$ cat config.mk
export PLATFORM = sky130hd
export DESIGN_NAME = bus_copy_master
export DESIGN_NICKNAME = d
export VERILOG_FILES = /design/src/rtl/bus_copy_master.sv
export SDC_FILE = /design/constraint.sdc
export NUM_CORES = 1
export LEC_CHECK = 0
export CAP_MARGIN = 20
export CORE_UTILIZATION = 50
export CTS_BUF_LIST = sky130_fd_sc_hd__clkbuf_8
export CTS_CLUSTER_DIAMETER = 100
export CTS_CLUSTER_SIZE = 40
export DETAILED_ROUTE_END_ITERATION = 6
export DONT_BUFFER_PORTS = 1
export SYNTH_ARGS = -nofsm -noshare
export SYNTH_HDL_FRONTEND = slang
export SYNTH_SLANG_ARGS = --single-unit
$ cat constraint.sdc
create_clock -name clk -period 3.4 [get_ports clk]
set_clock_uncertainty 0.2 [all_clocks]
set_input_delay 0.68 -clock clk [delete_from_list [all_inputs] [get_ports clk]]
set_output_delay 0.68 -clock clk [all_outputs]
set_load 0.005 [all_outputs]
$ cat src/rtl/bus_copy_master.sv
// bus_copy_master: bus initiator that copies a block of 64-bit words from a
// source range to a destination range, one read then one write per word.
// All bus-side outputs are registered, so nothing depends combinationally
// on m_grant.
module bus_copy_master #(
    parameter int ADDR_STEP = 1,
    parameter int LEN_W     = 8
) (
    input  logic             clk,
    input  logic             reset,
    input  logic             start,
    input  logic             abort,
    input  logic [15:0]      src_addr,
    input  logic [15:0]      dst_addr,
    input  logic [LEN_W-1:0] length,
    output logic             busy,
    output logic             done,
    output logic [LEN_W-1:0] count,
    output logic             m_req,
    output logic             m_wr,
    output logic [15:0]      m_addr,
    output logic [63:0]      m_dout,
    input  logic             m_grant,
    input  logic [63:0]      m_din
);

    localparam logic [15:0] STEP = 16'(ADDR_STEP);

    typedef enum logic [1:0] {S_IDLE, S_READ, S_WRITE, S_DONE} state_t;

    state_t           r_state;
    logic [15:0]      r_src;
    logic [15:0]      r_dst;
    logic [LEN_W-1:0] r_rem;
    logic [LEN_W-1:0] r_count;
    logic [63:0]      r_buf;
    logic             r_req;
    logic             r_wr;
    logic [15:0]      r_addr;
    logic             r_busy;
    logic             r_done;

    // Copy sequencer. Bus outputs are loaded together with the state they
    // belong to, so m_req stays high across READ<->WRITE without a gap.
    // Abort takes priority over grant and leaves buf/pointers untouched.
    always_ff @(posedge clk) begin
        if (reset) begin
            r_state <= S_IDLE;
            r_src   <= '0;
            r_dst   <= '0;
            r_rem   <= '0;
            r_count <= '0;
            r_buf   <= '0;
            r_req   <= 1'b0;
            r_wr    <= 1'b0;
            r_addr  <= '0;
            r_busy  <= 1'b0;
            r_done  <= 1'b0;
        end else begin
            case (r_state)
                S_IDLE: begin
                    if (start) begin
                        r_src   <= src_addr;
                        r_dst   <= dst_addr;
                        r_rem   <= length;
                        r_count <= '0;
                        r_busy  <= 1'b1;
                        if (length == '0) begin
                            r_state <= S_DONE;
                            r_done  <= 1'b1;
                        end else begin
                            r_state <= S_READ;
                            r_req   <= 1'b1;
                            r_wr    <= 1'b0;
                            r_addr  <= src_addr;
                        end
                    end
                end
                S_READ: begin
                    if (abort) begin
                        r_state <= S_DONE;
                        r_req   <= 1'b0;
                        r_wr    <= 1'b0;
                        r_addr  <= '0;
                        r_done  <= 1'b1;
                    end else if (m_grant) begin
                        r_buf   <= m_din;
                        r_src   <= r_src + STEP;
                        r_state <= S_WRITE;
                        r_wr    <= 1'b1;
                        r_addr  <= r_dst;
                    end
                end
                S_WRITE: begin
                    if (abort) begin
                        // The word already held in buf is simply dropped.
                        r_state <= S_DONE;
                        r_req   <= 1'b0;
                        r_wr    <= 1'b0;
                        r_addr  <= '0;
                        r_done  <= 1'b1;
                    end else if (m_grant) begin
                        r_dst   <= r_dst + STEP;
                        r_count <= r_count + LEN_W'(1);
                        r_rem   <= r_rem - LEN_W'(1);
                        if (r_rem == LEN_W'(1)) begin
                            r_state <= S_DONE;
                            r_req   <= 1'b0;
                            r_wr    <= 1'b0;
                            r_addr  <= '0;
                            r_done  <= 1'b1;
                        end else begin
                            r_state <= S_READ;
                            r_wr    <= 1'b0;
                            // r_src was already advanced by the read.
                            r_addr  <= r_src;
                        end
                    end
                end
                default: begin
                    r_state <= S_IDLE;
                    r_done  <= 1'b0;
                    r_busy  <= 1'b0;
                end
            endcase
        end
    end

    assign busy   = r_busy;
    assign done   = r_done;
    assign count  = r_count;
    assign m_req  = r_req;
    assign m_wr   = r_wr;
    assign m_addr = r_addr;
    assign m_dout = r_buf;

endmodule

==> run_results.csv <==
group,metric,value,unit
run_status,status,"finished with violations",
run_status,failed_checks,"design-rule violations",
power_and_ir_drop,power_density,780,nW/um2
detailed_routing,first_pass_iters,7,
layout,layout_commonest_cell,"nand2_1",
job,maxCapViolCount,0,
floorplan,core,12200,um2
floorplan,die_area,13100,um2
detailed_routing,postRouteAntennaNets,0,
worst_hold_path,hold_end,"m_dout[28]",
yosys,synth_flop_cell,"dfxtp_1",
clock_tree,h-tree-depth,4,
grt,first_global_vias,5265,
sta,final.setup.worst_slack,0.601,ns
placed_design,hpwl,11.7,mm
clock_tree,cts_sinks,134,
clock_tree,post_cts_buffers,0,
detailed_routing,drt-total-wl,17.1,mm
detailed_routing,routed_via_density,6.15,
setup_path,cpLargestDelayFamily,"simple AND/OR/NAND/NOR gates",
grt,antenna_found_initial,2,
sta,worst_pin_slew,1.01,ns
clock_tree,max-clock-path-buffers,2,
layout,fillCellCount,1164,
worst_hold_path,min_from,"reset",
setup_path,crit_chain,"inv_1 > ha_1 > nand2b_1 > o31a_1 > nand3_1 > o2bb2ai_1",
detailed_routing,wl_per_cell,18.4,um
clock_tree,path_clk_slew,0.08,ns
clock_tree,numCtsBuffers,17,
setup_path,slowest_delay,0.60,ns
setup_path,critPathCaptureType,"register",
placed_design,dp_slack,0.624,ns
setup_path,required,3.54,ns
yosys,synth.yosys.seq_area_share,42.4,%
sta,period_share,82.3,%
sta,grt_setup_unrepaired,"no",
sta,max_freq,0.357,GHz
setup_path,r2r-start,"r_state[0]",
sta,fin_tns_setup,0,ns
power_and_ir_drop,peakVddDrop,358,uV
grt,grt_usage,26.1,%
setup_path,r2r_end,"m_addr[12]",
yosys,synth_nets,892,
setup_path,slowest_stage,"nand3_1",
yosys,ys_warn_count,0,
layout,final_net_count,866,
worst_hold_path,hold_class,"input pin to register",
floorplan,die_w,115,um
sta,hold_viol,0,
setup_path,ff2ff_setup_slack,0.60,ns
layout,fin_util,55.7,%
setup_path,crit_fanout,16,
yosys,synth_area_per_cell,8.18,um2
clock_tree,cts-root-buf,"clkbuf_8",
setup_path,crit_type,"register to register",
setup_path,reg2reg_depth,6,
grt,grt_max_degree,109,
layout,final_cell_mix,"160 x nand2_1, 134 x dfxtp_1, 102 x a21oi_1, 29 x o21ai_0, 27 x nor2_1",
detailed_routing,first_iter_violations,571,
floorplan,rows,40,
floorplan,die_h,115,um
floorplan,io-pin-count,201,
clock_tree,cts_tree,"done",
detailed_routing,dr_total_vias,5723,
layout,area_growth,6.95,%
yosys,syn-instance-count,774,
clock_tree,hold_buffers,0,
detailed_routing,drcViolationCount,15,
setup_path,cp-start-kind,"register",
clock_tree,cts_resized,0,
placed_design,numPortBuffers,0,
grt,grt_pass1_wl,26.7,mm
grt,overflow,0,
placed_design,place_congestion,0.933,
worst_hold_path,hold_path_depth,1,
setup_path,crit_buf_inv,1,
yosys,async_reset_ff_share,0,%
floorplan,start_util,52.1,%
power_and_ir_drop,p_leak,2.18,nW
sta,setup_violations,0,
sta,relSlewSlack,31.9,%
yosys,synth_seq_cells,134,
layout,drive_gt1_share,9.07,%
yosys,synth_edf_count,0,
sta,min_period,2.80,ns
clock_tree,clock_latency,0.43,ns
setup_path,critical_path_arrival,2.94,ns
yosys,netlist_area,6330,um2
power_and_ir_drop,p_total,5.28,mW
yosys,ys_types,69,
sta,slew_violations,0,
-- registers in the layout, summed over array words and instances, names as in the netlist --
name / flops
done: 1
m_req: 1
r_dst: 16
m_addr: 16
r_src: 16
count: 8
r_state: 2
m_dout: 64
busy: 1
r_rem: 8
m_wr: 1
-- per-layer routing --
layer	vias to the layer above	GRT usage (%)	part of all wire [%]
met5	-	0	0
met2	241	40.0	46
li1	2759	-	-
met3	22	9.69	9.6
met4	0	8.66	1.7
met1	2701	33.9	43
-- where the power goes --
part / switching [mW] / internal [mW] / total [mW]
logic: 1.01 / 0.618 / 1.62
clock network: 0.641 / 0.699 / 1.34
registers: 0.415 / 1.90 / 2.32
total: 2.06 / 3.22 / 5.28
-- metrics by stage --
step	area (um2)	hold slack (ns)	cells
2_1_floorplan	6330	0.253	774
3_3_place_gp	6360	0.256	897
3_5_place_dp	6360	0.262	897
4_1_cts	6770	0.0722	929
5_1_grt	6770	0.0593	931
6_report	6770	0.112	931
-- cell families after synthesis --
kind of cell	Yosys count	synth area share (%)
fa+ha+maj	9	1.78
xor+xnor	1	0.138
compound gates	233	23.7
mux	15	2.45
flops	134	42.4
simple gates	306	23.9
buf+inv	76	5.67
-- worst register-to-register path: cells and delay by family, from the launching register on --
kind	cells	cell delay, ns
flops	1	0.39
simple gates	2	0.96
compound gates	2	0.76
fa+ha+maj	1	0.32
buf+inv	1	0.09
-- cell usage after synthesis (4+ instances only) --
library cell | n | area, um2
o22ai_1 | 6 | 37.5
a31oi_1 | 12 | 75.1
mux2_2 | 4 | 45.0
nor3_1 | 6 | 30.0
nor2_1 | 27 | 101
dfxtp_1 | 134 | 2680
nand2_1 | 160 | 601
a211oi_1 | 12 | 90.1
or3_1 | 4 | 25.0
ha_1 | 9 | 113
a21oi_1 | 103 | 515
nand4_1 | 13 | 81.3
a311oi_1 | 4 | 35.0
nor2b_1 | 15 | 93.8
or4_1 | 4 | 30.0
buf_2 | 5 | 25.0
nor3b_1 | 9 | 67.6
nor4_1 | 11 | 68.8
a41oi_1 | 5 | 43.8
nand3b_1 | 7 | 52.6
o2bb2ai_1 | 17 | 149
nand3_1 | 18 | 90.1
a222oi_1 | 16 | 160
mux2i_1 | 11 | 110
nand2b_1 | 4 | 25.0
o21ai_0 | 30 | 150
clkbuf_1 | 43 | 161
nand4b_1 | 5 | 43.8
inv_1 | 14 | 52.6
and3_1 | 4 | 25.0
-- worst max path at each step --
stage,from,to,slack (ns),depth (start not counted)
after detailed placement,length[2],m_addr[12],0.62,4
after global placement,length[2],m_addr[8],0.70,4
after CTS,r_state[0],m_addr[12],0.62,6
after global routing,r_state[1],r_src[15],0.38,7
after floorplan,abort,count[4],1.10,5
final,r_state[0],m_addr[12],0.60,6
-- final cells by class --
type / count / area [um2] / area share (%)
inverters: 17 / 63.8 / 0.942
well taps: 168 / 210 / 3.10
diodes: 2 / 5.00 / 0.0739
clock inverters: 13 / 146 / 2.16
flip-flops and latches: 134 / 2680 / 39.6
repair buffers: 14 / 105 / 1.55
clock buffers: 19 / 262 / 3.86
multi-input cells: 564 / 3300 / 48.7
(Power assumes the default switching activity.)
